$ cat src/rtl/decode_stage_if.sv
// Fetch->decode->execute handshake bundle: the D-side instruction word in and
// the registered E-side operands out, each with its own valid/ready pair.
interface decode_stage_if #(
  parameter int WORD = 32
);
  logic            in_valid;
  logic            in_ready;
  logic [3:0]      D_icode;
  logic [3:0]      D_ifun;
  logic [3:0]      D_rA;
  logic [3:0]      D_rB;
  logic [WORD-1:0] D_valC;
  logic [WORD-1:0] D_valP;

  logic            out_valid;
  logic            out_ready;
  logic [3:0]      E_icode;
  logic [3:0]      E_ifun;
  logic [WORD-1:0] E_valC;
  logic [WORD-1:0] E_valA;
  logic [WORD-1:0] E_valB;
  logic [3:0]      E_srcA;
  logic [3:0]      E_srcB;
  logic [3:0]      E_dstE;
  logic [3:0]      E_dstM;

  // Environment side: fetch drives D, execute consumes E.
  modport master (
    output in_valid, D_icode, D_ifun, D_rA, D_rB, D_valC, D_valP, out_ready,
    input  in_ready, out_valid, E_icode, E_ifun, E_valC, E_valA, E_valB,
           E_srcA, E_srcB, E_dstE, E_dstM
  );

  // Decode stage side.
  modport slave (
    input  in_valid, D_icode, D_ifun, D_rA, D_rB, D_valC, D_valP, out_ready,
    output in_ready, out_valid, E_icode, E_ifun, E_valC, E_valA, E_valB,
           E_srcA, E_srcB, E_dstE, E_dstM
  );
endinterface

$ cat src/rtl/decode_stage.sv
// Y86 decode stage: register id decode, regfile read addressing, E/M/W
// forwarding, load-use stall and the D->E pipeline register.
module decode_stage #(
  parameter int         WORD  = 32,
  parameter logic [3:0] RNONE = 4'hF,
  parameter logic [3:0] RESP  = 4'h4
) (
  input  logic            clk,
  input  logic            reset,
  decode_stage_if.slave   bus,
  output logic [3:0]      readReg1,
  output logic [3:0]      readReg2,
  input  logic [WORD-1:0] valueRead1,
  input  logic [WORD-1:0] valueRead2,
  input  logic [3:0]      e_dstE,
  input  logic [WORD-1:0] e_valE,
  input  logic [3:0]      e_load_dst,
  input  logic [3:0]      M_dstE,
  input  logic [WORD-1:0] M_valE,
  input  logic [3:0]      m_dstM,
  input  logic [WORD-1:0] m_valM,
  input  logic [3:0]      W_dstE,
  input  logic [WORD-1:0] W_valE,
  input  logic [3:0]      W_dstM,
  input  logic [WORD-1:0] W_valM,
  input  logic            flush
);

  localparam logic [3:0] I_NOP = 4'h1;

  logic [3:0]      src_a;
  logic [3:0]      src_b;
  logic [3:0]      dst_e;
  logic [3:0]      dst_m;
  logic [3:0]      src [2];
  logic [WORD-1:0] reg_val [2];
  logic [WORD-1:0] fwd_a;
  logic [WORD-1:0] fwd_b;
  logic [WORD-1:0] val_a;
  logic            hazard;
  logic            slot_free;
  logic            in_ready;
  logic            accept;

  logic            out_valid_reg;
  logic [3:0]      icode_reg;
  logic [3:0]      ifun_reg;
  logic [WORD-1:0] val_c_reg;
  logic [WORD-1:0] val_a_reg;
  logic [WORD-1:0] val_b_reg;
  logic [3:0]      src_a_reg;
  logic [3:0]      src_b_reg;
  logic [3:0]      dst_e_reg;
  logic [3:0]      dst_m_reg;

  // Register id decode straight from the fetch word.
  always_comb begin
    src_a = RNONE;
    src_b = RNONE;
    dst_e = RNONE;
    dst_m = RNONE;
    case (bus.D_icode)
      4'h2: begin
        src_a = bus.D_rA;
        dst_e = bus.D_rB;
      end
      4'h3: begin
        dst_e = bus.D_rB;
      end
      4'h4: begin
        src_a = bus.D_rA;
        src_b = bus.D_rB;
      end
      4'h5: begin
        src_b = bus.D_rB;
        dst_m = bus.D_rA;
      end
      4'h6: begin
        src_a = bus.D_rA;
        src_b = bus.D_rB;
        dst_e = bus.D_rB;
      end
      4'h8: begin
        src_b = RESP;
        dst_e = RESP;
      end
      4'h9: begin
        src_a = RESP;
        src_b = RESP;
        dst_e = RESP;
      end
      4'hA: begin
        src_a = bus.D_rA;
        src_b = RESP;
        dst_e = RESP;
      end
      4'hB: begin
        src_a = RESP;
        src_b = RESP;
        dst_e = RESP;
        dst_m = bus.D_rA;
      end
      default: begin
        src_a = RNONE;
        src_b = RNONE;
        dst_e = RNONE;
        dst_m = RNONE;
      end
    endcase
  end

  assign readReg1   = src_a;
  assign readReg2   = src_b;
  assign src[0]     = src_a;
  assign src[1]     = src_b;
  assign reg_val[0] = valueRead1;
  assign reg_val[1] = valueRead2;

  // One forwarding mux per read port; youngest producer wins.
  for (genvar gi = 0; gi < 2; gi++) begin : g_fwd
    logic [WORD-1:0] val;
    always_comb begin
      if (src[gi] == RNONE) begin
        val = '0;
      end else if (src[gi] == e_dstE) begin
        val = e_valE;
      end else if (src[gi] == m_dstM) begin
        val = m_valM;
      end else if (src[gi] == M_dstE) begin
        val = M_valE;
      end else if (src[gi] == W_dstM) begin
        val = W_valM;
      end else if (src[gi] == W_dstE) begin
        val = W_valE;
      end else begin
        val = reg_val[gi];
      end
    end
  end

  assign fwd_a = g_fwd[0].val;
  assign fwd_b = g_fwd[1].val;

  // call and jXX carry the return / fall-through address in valA.
  assign val_a = (bus.D_icode == 4'h7 || bus.D_icode == 4'h8) ? bus.D_valP : fwd_a;

  // A load in execute cannot forward yet; its dstM already excludes RNONE.
  assign hazard    = bus.in_valid && (e_load_dst != RNONE) &&
                     ((e_load_dst == src_a) || (e_load_dst == src_b));
  assign slot_free = !out_valid_reg || bus.out_ready;
  assign in_ready  = !hazard && slot_free;
  assign accept    = bus.in_valid && in_ready;

  always_ff @(posedge clk) begin
    if (reset || flush) begin
      out_valid_reg <= 1'b0;
      icode_reg     <= I_NOP;
      ifun_reg      <= 4'h0;
      val_c_reg     <= '0;
      val_a_reg     <= '0;
      val_b_reg     <= '0;
      src_a_reg     <= RNONE;
      src_b_reg     <= RNONE;
      dst_e_reg     <= RNONE;
      dst_m_reg     <= RNONE;
    end else if (accept) begin
      out_valid_reg <= 1'b1;
      icode_reg     <= bus.D_icode;
      ifun_reg      <= bus.D_ifun;
      val_c_reg     <= bus.D_valC;
      val_a_reg     <= val_a;
      val_b_reg     <= fwd_b;
      src_a_reg     <= src_a;
      src_b_reg     <= src_b;
      dst_e_reg     <= dst_e;
      dst_m_reg     <= dst_m;
    end else if (bus.out_ready || (hazard && slot_free)) begin
      // Slot drains with nothing to replace it: insert a bubble.
      out_valid_reg <= 1'b0;
      icode_reg     <= I_NOP;
      ifun_reg      <= 4'h0;
      val_c_reg     <= '0;
      val_a_reg     <= '0;
      val_b_reg     <= '0;
      src_a_reg     <= RNONE;
      src_b_reg     <= RNONE;
      dst_e_reg     <= RNONE;
      dst_m_reg     <= RNONE;
    end
  end

  assign bus.in_ready  = in_ready;
  assign bus.out_valid = out_valid_reg;
  assign bus.E_icode   = icode_reg;
  assign bus.E_ifun    = ifun_reg;
  assign bus.E_valC    = val_c_reg;
  assign bus.E_valA    = val_a_reg;
  assign bus.E_valB    = val_b_reg;
  assign bus.E_srcA    = src_a_reg;
  assign bus.E_srcB    = src_b_reg;
  assign bus.E_dstE    = dst_e_reg;
  assign bus.E_dstM    = dst_m_reg;

endmodule

$ cat src/flat_wrapper.sv
// flat-port wrapper written by rule: the top's interface ports become plain ports
module decode_stage_flat 
#(
  parameter int         WORD  = 32,
  parameter logic [3:0] RNONE = 4'hF,
  parameter logic [3:0] RESP  = 4'h4
)
  (clk, reset, readReg1, readReg2, valueRead1, valueRead2, e_dstE, e_valE, e_load_dst, M_dstE, M_valE, m_dstM, m_valM, W_dstE, W_valE, W_dstM, W_valM, flush, bus_in_valid, bus_D_icode, bus_D_ifun, bus_D_rA, bus_D_rB, bus_D_valC, bus_D_valP, bus_out_ready, bus_in_ready, bus_out_valid, bus_E_icode, bus_E_ifun, bus_E_valC, bus_E_valA, bus_E_valB, bus_E_srcA, bus_E_srcB, bus_E_dstE, bus_E_dstM);
  decode_stage_if #(.WORD(WORD)) bus_i ();
  input  logic clk;
  input  logic reset;
  output logic [3:0] readReg1;
  output logic [3:0] readReg2;
  input  logic [WORD-1:0] valueRead1;
  input  logic [WORD-1:0] valueRead2;
  input  logic [3:0] e_dstE;
  input  logic [WORD-1:0] e_valE;
  input  logic [3:0] e_load_dst;
  input  logic [3:0] M_dstE;
  input  logic [WORD-1:0] M_valE;
  input  logic [3:0] m_dstM;
  input  logic [WORD-1:0] m_valM;
  input  logic [3:0] W_dstE;
  input  logic [WORD-1:0] W_valE;
  input  logic [3:0] W_dstM;
  input  logic [WORD-1:0] W_valM;
  input  logic flush;
  input wire logic [$bits(bus_i.in_valid)-1:0] bus_in_valid;
  input wire logic [$bits(bus_i.D_icode)-1:0] bus_D_icode;
  input wire logic [$bits(bus_i.D_ifun)-1:0] bus_D_ifun;
  input wire logic [$bits(bus_i.D_rA)-1:0] bus_D_rA;
  input wire logic [$bits(bus_i.D_rB)-1:0] bus_D_rB;
  input wire logic [$bits(bus_i.D_valC)-1:0] bus_D_valC;
  input wire logic [$bits(bus_i.D_valP)-1:0] bus_D_valP;
  input wire logic [$bits(bus_i.out_ready)-1:0] bus_out_ready;
  output wire logic [$bits(bus_i.in_ready)-1:0] bus_in_ready;
  output wire logic [$bits(bus_i.out_valid)-1:0] bus_out_valid;
  output wire logic [$bits(bus_i.E_icode)-1:0] bus_E_icode;
  output wire logic [$bits(bus_i.E_ifun)-1:0] bus_E_ifun;
  output wire logic [$bits(bus_i.E_valC)-1:0] bus_E_valC;
  output wire logic [$bits(bus_i.E_valA)-1:0] bus_E_valA;
  output wire logic [$bits(bus_i.E_valB)-1:0] bus_E_valB;
  output wire logic [$bits(bus_i.E_srcA)-1:0] bus_E_srcA;
  output wire logic [$bits(bus_i.E_srcB)-1:0] bus_E_srcB;
  output wire logic [$bits(bus_i.E_dstE)-1:0] bus_E_dstE;
  output wire logic [$bits(bus_i.E_dstM)-1:0] bus_E_dstM;
  assign bus_i.in_valid = bus_in_valid;
  assign bus_i.D_icode = bus_D_icode;
  assign bus_i.D_ifun = bus_D_ifun;
  assign bus_i.D_rA = bus_D_rA;
  assign bus_i.D_rB = bus_D_rB;
  assign bus_i.D_valC = bus_D_valC;
  assign bus_i.D_valP = bus_D_valP;
  assign bus_i.out_ready = bus_out_ready;
  assign bus_in_ready = bus_i.in_ready;
  assign bus_out_valid = bus_i.out_valid;
  assign bus_E_icode = bus_i.E_icode;
  assign bus_E_ifun = bus_i.E_ifun;
  assign bus_E_valC = bus_i.E_valC;
  assign bus_E_valA = bus_i.E_valA;
  assign bus_E_valB = bus_i.E_valB;
  assign bus_E_srcA = bus_i.E_srcA;
  assign bus_E_srcB = bus_i.E_srcB;
  assign bus_E_dstE = bus_i.E_dstE;
  assign bus_E_dstM = bus_i.E_dstM;
  decode_stage #(.WORD(WORD), .RNONE(RNONE), .RESP(RESP)) u_core (.clk(clk), .reset(reset), .bus(bus_i), .readReg1(readReg1), .readReg2(readReg2), .valueRead1(valueRead1), .valueRead2(valueRead2), .e_dstE(e_dstE), .e_valE(e_valE), .e_load_dst(e_load_dst), .M_dstE(M_dstE), .M_valE(M_valE), .m_dstM(m_dstM), .m_valM(m_valM), .W_dstE(W_dstE), .W_valE(W_valE), .W_dstM(W_dstM), .W_valM(W_valM), .flush(flush));
endmodule
$ cat config.mk
export PLATFORM = sky130hd
export DESIGN_NAME = decode_stage_flat
export DESIGN_NICKNAME = d
export VERILOG_FILES = /design/src/rtl/decode_stage_if.sv /design/src/rtl/decode_stage.sv /design/src/flat_wrapper.sv
export SDC_FILE = /design/constraint.sdc
export NUM_CORES = 1
export LEC_CHECK = 0
export CORE_AREA = 8 8 172 174
export DETAILED_ROUTE_END_ITERATION = 6
export DIE_AREA = 0 0 180 182
export GPL_TIMING_DRIVEN = 0
export PLACE_DENSITY_LB_ADDON = 0.12
export SLEW_MARGIN = 0
export SYNTH_ARGS = -nofsm -noshare
export SYNTH_HDL_FRONTEND = slang
export SYNTH_SLANG_ARGS = --single-unit
$ cat constraint.sdc
create_clock -name clk -period 4.5 [get_ports clk]
set_input_delay 0.675 -clock clk [delete_from_list [all_inputs] [get_ports clk]]
set_output_delay 0.675 -clock clk [all_outputs]
set_load 0.1 [all_outputs]
==> flow_metrics.env, run 1 <==
export IMPL_drc_errors=0
export IMPL_die_area_mm2=0.0328
export IMPL_async_reset_ff_share_pct=0
export IMPL_hold_viol_final=0
export IMPL_grt_overflow=0
export IMPL_startpoint_type="primary input"
export IMPL_fp_coreArea_mm2=0.0267
export IMPL_seq_area_frac_synth_pct=26.6
export IMPL_die_w_um=180
export IMPL_cp_data_arrival_time_ns=3.75
export IMPL_htreeDepth=4
export IMPL_cts_sinks=121
export IMPL_grt_pass1_vias=12300
export IMPL_r2r_start="u_core.bus.out_valid"
export IMPL_final_area_mm2=0.0148
export IMPL_required_ns=3.83
export IMPL_min_from="u_core.bus.E_dstM[0]"
export IMPL_period_share_pct=98.3
export IMPL_fin_ws_ns=0.0780
export IMPL_io_pins=463
export IMPL_min_delay_worst_endpoint="u_core.bus.E_dstM[0]"
export IMPL_worst_slew_pin_slew_ns=1.20
export IMPL_status="finished, final reports clean"
export IMPL_whs_path_depth=2
export IMPL_ys_seq_elements=121
export IMPL_slew_violations=0
export IMPL_yosysMostFrequentCell="dfxtp_1"
export IMPL_min_path_type="flop to flop"
export IMPL_avgSynthCellArea_um2=7.59
export IMPL_cts_buffers_inserted=17
export IMPL_routed_wl_um=55400
export IMPL_synthCells=1198
export IMPL_worstSkewPairLatency_ns=0.44
export IMPL_finish_net_count=2010
export IMPL_portBuffers=459
export IMPL_detail_route_first_pass_iterations=7
export IMPL_cpPeakStageDelay_ns=0.55
export IMPL_critPathCaptureType="primary output"
export IMPL_powerDensity_mw_per_mm2=280
export IMPL_synth_edf_count=0
export IMPL_vias=12600
export IMPL_finalSetupViolations=0
export IMPL_grt_pass1_wl_um=80500
export IMPL_die_height_um=182
export IMPL_fillers=2495
export IMPL_fin_crit_ns=4.42
export IMPL_yosys_area_top_type="dfxtp_1"
export IMPL_grt_total_usage_pct=32.1
export IMPL_finClkSkew_ns=0.0145
export IMPL_cts_tree="built"
export IMPL_dpl_hpwl_um=42400
export IMPL_synth_nets=1531
export IMPL_slowest_stage="a211oi_2"
export IMPL_rsz0062_at_grt="no"
export IMPL_synth_cell_types=78
export IMPL_fp_row_count=60
export IMPL_crit_type="primary input to primary output"
export IMPL_place_ws_ns=-1.10
export IMPL_hold_ws_ns=0.482
export IMPL_cts_buffer_depth=2
export IMPL_via_per_inst=6.16
export IMPL_synthTopCellsByArea="dfxtp_1 27%, a22oi_1 5.9%, o21ai_0 4.0%, nand2_1 4.0%, nand3_1 4.0%"
export IMPL_initial_core_util_pct=34.1
export IMPL_rr_endpoint="u_core.bus.E_valA[31]"
export IMPL_p_leak_nw=5.19
export IMPL_yosysTopAreaCellShare_pct=26.6
export IMPL_drtIter0Drc=1326
export IMPL_place_congestion=0.929
export IMPL_wl_per_cell_um=27.1
export IMPL_slew_headroom_pct=19.9
export IMPL_drive_above_1_share_pct=6.86
export IMPL_cap_viol_max_count=0
export IMPL_synthTopCellsByCount="121 x dfxtp_1, 97 x nand2_1, 86 x clkbuf_1"
export IMPL_antenna_found_initial=12
export IMPL_area_growth_pct=62.5
export IMPL_grt_max_degree=17
export IMPL_r2r_slack_ns=1.80
export IMPL_synth_main_ff_cell="dfxtp_1"
export IMPL_cp_cell_sequence="clkdlybuf4s50_1, clkbuf_1, nand3b_1, o21ai_0, a22o_1, a211oi_2, a21oi_4, clkbuf_2, o21a_1, buf_4"
export IMPL_critPathMaxFanout=10
export IMPL_max_freq_ghz=0.226
export IMPL_reg2regPathDepth=7
export IMPL_cts_hold_buf=0
export IMPL_final_core_util_pct=55.5
export IMPL_ys_warnings_count=0
export IMPL_ir_drop_uv=192
export IMPL_dpl_cell_area_mm2=0.0141
export IMPL_clockRootBuffer="clkbuf_16"
export IMPL_fin_tns_setup_ns=0
export IMPL_synth_area_mm2=0.00910
export IMPL_ant_nets=0
export IMPL_clk_pin_slew_ns=0.07
==> cells in the final DEF, fill, tap and decap left out, types with 9 or more instances in the layout <==
cell type,netlist,layout
nor2b_1,38,37
a32oi_1,35,35
nand2_1,97,97
o32ai_1,23,23
and2_1,35,35
o2111ai_1,34,34
nand2b_1,10,10
a2bb2oi_1,32,32
a311oi_1,37,37
clkbuf_16,0,17
o2bb2ai_1,17,17
clkbuf_1,86,86
inv_1,59,59
dfxtp_1,121,121
clkdlybuf4s50_1,0,458
o211ai_1,36,36
diode_2,0,9
nor4_1,35,35
a22oi_1,71,71
nor2_1,68,67
o21ai_0,73,73
and3_1,34,34
buf_2,33,33
nand3_1,72,72
==> layer usage <==
layer,GRT usage (%),vias up,wire [µm]
li1,-,5607,-
met1,38.6,6002,21900
met2,54.3,816,26400
met3,8.18,136,5240
met4,12.0,6,1820
met5,0,-,34
==> through the flow <==
step | std cells | power (W)
3_3_place_gp | 1998 | 0.00262
3_5_place_dp | 1998 | 0.00263
6_report | 2040 | 0.00414
5_1_grt | 2040 | 0.00426
4_1_cts | 2031 | 0.00413
2_1_floorplan | 1198 | 0.00197
==> cell type report <==
| cell class | instances | area [µm²] | share of cell area [%] |
|---|---|---|---|
| Multi-Input combinational cell | 887 | 5910 | 40.0 |
| Buffer | 127 | 549 | 3.72 |
| Inverter | 63 | 236 | 1.60 |
| Antenna cell | 9 | 22.5 | 0.152 |
| Clock inverter | 13 | 170 | 1.15 |
| Tap cell | 341 | 427 | 2.89 |
| Clock buffer | 19 | 443 | 3.00 |
| Timing Repair Buffer | 460 | 4600 | 31.1 |
| Sequential cell | 121 | 2420 | 16.4 |
==> power by group <==
group / switching (W) / internal (W)
logic: 0.000941 / 0.000563
registers: 0.0000212 / 0.00111
clock network: 0.000613 / 0.000893
total: 0.00158 / 0.00256
==> worst max-delay path by stage <==
stage | from | end | slack, ns | cells after the start
after floorplan | bus_D_icode[2] | bus_in_ready | 0.14 | 9
after global placement | bus_D_icode[1] | bus_in_ready | -1.03 | 9
after detailed placement | bus_D_icode[1] | bus_in_ready | -1.10 | 9
after CTS | bus_D_rA[1] | bus_in_ready | 0.06 | 10
after global routing | bus_D_icode[3] | bus_in_ready | 0.008 | 10
final | bus_D_rA[1] | bus_in_ready | 0.08 | 10
==> critical path: cells and delay by family <==
family / cells / cell delay [ns]
buffers and inverters: 4 / 1.54
AOI/OAI and AO/OA: 5 / 1.31
and+or+nand+nor: 1 / 0.20
==> cells by family (layout without fill, tap and decap cells) <==
| family | Yosys count | count (layout) | share of synthesized area [%] |
|---|---|---|---|
| mux | 4 | 4 | 0.468 |
| xor+xnor | 8 | 8 | 0.770 |
| buf+inv | 190 | 682 | 8.62 |
| compound gates | 446 | 446 | 39.0 |
| simple gates | 429 | 429 | 24.5 |
| flops | 121 | 121 | 26.6 |
| other cells | 0 | 9 | 0 |
==> repair_timing <==
action | 4_1_cts | 5_1_grt
pin swaps | 1 | 0
resized for setup | 10 | 1
endpoints found under the setup margin | 1 | 1
setup buffers | 1 | 0
Power figures use the tool's default switching activity.
==> run 2, diff against run 1 <==
--- a/config.mk
+++ b/config.mk
@@ -5,9 +5,9 @@
 export SDC_FILE = /design/constraint.sdc
 export NUM_CORES = 1
 export LEC_CHECK = 0
-export CORE_AREA = 8 8 172 174
+export CORE_AREA = 2 2 181 183
 export DETAILED_ROUTE_END_ITERATION = 6
-export DIE_AREA = 0 0 180 182
+export DIE_AREA = 0 0 183 185
 export GPL_TIMING_DRIVEN = 0
 export PLACE_DENSITY_LB_ADDON = 0.12
 export SLEW_MARGIN = 0
==> run 2 against run 1 <==
Effect of this change: the run now ends with design-rule violations left; die area is 3.3% higher; via count fell by 2.1%; critical endpoint unchanged; design area increased by 0.26%; largest cell class unchanged; largest power group is now combinational logic; setup slack better by 0.081 ns; core utilization fell by 9.2 points; critical path depth stayed put; flip-flop and latch count did not move; count of clock-buffer cells in the layout up 4.
==> flow_metrics.env, run 2 (synthesis results as in run 1) <==
export IMPL_fin_tns_setup_ns=0
export IMPL_grt_pass1_vias=11900
export IMPL_initial_core_util_pct=28.4
export IMPL_final_area_mm2=0.0148
export IMPL_grt_total_usage_pct=31.4
export IMPL_drive_above_1_share_pct=6.69
export IMPL_place_congestion=0.913
export IMPL_status="finished, violations left"
export IMPL_area_growth_pct=62.9
export IMPL_routed_wl_um=55300
export IMPL_fp_coreArea_mm2=0.0320
export IMPL_cp_cell_sequence="clkdlybuf4s50_1, clkbuf_1, nand3b_1, o21ai_0, a22o_1, a211oi_2, a21oi_4, clkbuf_4, o21a_1, buf_4"
export IMPL_die_w_um=183
export IMPL_dp_cells=2065
export IMPL_grt_max_degree=17
export IMPL_cp_data_arrival_time_ns=3.67
export IMPL_worstSkewPairLatency_ns=0.45
export IMPL_portBuffers=459
export IMPL_layout_cells_non_filler=2099
export IMPL_worst_slew_pin_slew_ns=1.30
export IMPL_hold_viol_final=0
export IMPL_startpoint_type="primary input"
export IMPL_rsz0062_at_grt="no"
export IMPL_ir_drop_uv=255
export IMPL_period_share_pct=96.5
export IMPL_place_ws_ns=-1.12
export IMPL_cts_buffers_inserted=17
export IMPL_crit_family="buffers and inverters"
export IMPL_grt_overflow=0
export IMPL_htreeDepth=4
export IMPL_max_freq_ghz=0.230
export IMPL_die_height_um=185
export IMPL_ant_nets=0
export IMPL_violations="design-rule violations"
export IMPL_detail_route_first_pass_iterations=7
export IMPL_drtIter0Drc=1221
export IMPL_fp_row_count=66
export IMPL_drc_errors=4
export IMPL_cts_sinks=121
export IMPL_layout_common_cells="458 x clkdlybuf4s50_1, 121 x dfxtp_1, 97 x nand2_1, 87 x clkbuf_1, 73 x o21ai_0"
export IMPL_cp_num_buf_inv=4
export IMPL_finish_net_count=2010
export IMPL_cap_viol_max_count=0
export IMPL_antenna_found_initial=7
export IMPL_io_pins=463
export IMPL_required_ns=3.83
export IMPL_clk_pin_slew_ns=0.05
export IMPL_slew_violations=0
export IMPL_crit_type="primary input to primary output"
export IMPL_vias=12300
export IMPL_hold_ws_ns=0.481
export IMPL_fin_ws_ns=0.159
export IMPL_cts_hold_buf=0
export IMPL_slew_headroom_pct=13.1
export IMPL_grt_pass1_wl_um=78900
export IMPL_die_area_mm2=0.0339
export IMPL_cts_buffer_depth=2
export IMPL_fin_crit_ns=4.34
export IMPL_p_leak_nw=5.17
export IMPL_dpl_hpwl_um=42000
export IMPL_critPathCaptureType="primary output"
export IMPL_wl_per_cell_um=26.3
export IMPL_min_path_type="flop to flop"
export IMPL_powerDensity_mw_per_mm2=275
export IMPL_cpPeakStageDelay_ns=0.57
export IMPL_finClkSkew_ns=0.0119
export IMPL_cts_tree="built"
export IMPL_via_per_inst=5.86
export IMPL_finalSetupViolations=0
export IMPL_slowest_stage="a211oi_2"
export IMPL_final_common_cell="clkdlybuf4s50_1"
export IMPL_dpl_cell_area_mm2=0.0142
export IMPL_critPathMaxFanout=10
export IMPL_clockRootBuffer="clkbuf_16"
-- run 2: tightest hold or removal path, cell delays in order (launching register included) --
cell	delay, ns
dfxtp_1	0.32
o2bb2ai_1	0.07
nand2_1	0.06
-- run 2: what timing repair did --
| item | in CTS | in global routing |
|---|---|---|
| endpoints found under the setup margin | 1 | 1 |
| pin swaps | 1 | 0 |
| buffers inserted | 1 | 0 |
| resized for setup | 10 | 3 |
-- run 2: routing by layer --
layer,vias up,wire (µm),share of wire (%),GRT usage [%]
li1,5601,-,-,-
met1,5921,23100,42,40.0
met2,685,26100,47,51.9
met3,89,4880,8.8,8.45
met4,10,1240,2.2,9.06
met5,-,71,0.13,0
-- run 2: power by group --
| part | internal [W] | switching [W] |
|---|---|---|
| logic | 0.000564 | 0.000959 |
| registers | 0.00111 | 0.0000205 |
| clock network | 0.000866 | 0.000562 |
-- run 2: worst paths after layout --
check                        from                   end  slack [ns]  cells after the start
min          u_core.bus.E_srcB[0]  u_core.bus.E_srcB[0]        0.48                      2
min reg2reg  u_core.bus.E_srcB[0]  u_core.bus.E_srcB[0]        0.48                      2
max                   bus_D_rA[1]          bus_in_ready        0.16                     10
max reg2reg  u_core.bus.out_valid  u_core.bus.E_valA[3]        2.01                      7
-- run 2: layout make-up --
| cell class | count | area [µm²] |
|---|---|---|
| Antenna cell | 3 | 7.51 |
| Buffer | 127 | 552 |
| Clock buffer | 23 | 488 |
| Clock inverter | 7 | 92.6 |
| Fill cell | 3265 | 17200 |
| Inverter | 63 | 236 |
| Multi-Input combinational cell | 887 | 5910 |
| Sequential cell | 121 | 2420 |
| Tap cell | 408 | 510 |
| Timing Repair Buffer | 460 | 4600 |
-- run 2: per-stage QoR --
| step | utilization, % | power [W] |
|---|---|---|
| final | 46.3 | 0.00408 |
| after global routing | 46.2 | 0.00422 |
| after CTS | 46.2 | 0.00408 |
| after detailed placement | 44.3 | 0.00265 |
| after global placement | 44.3 | 0.00265 |
| after floorplan | - | 0.00197 |
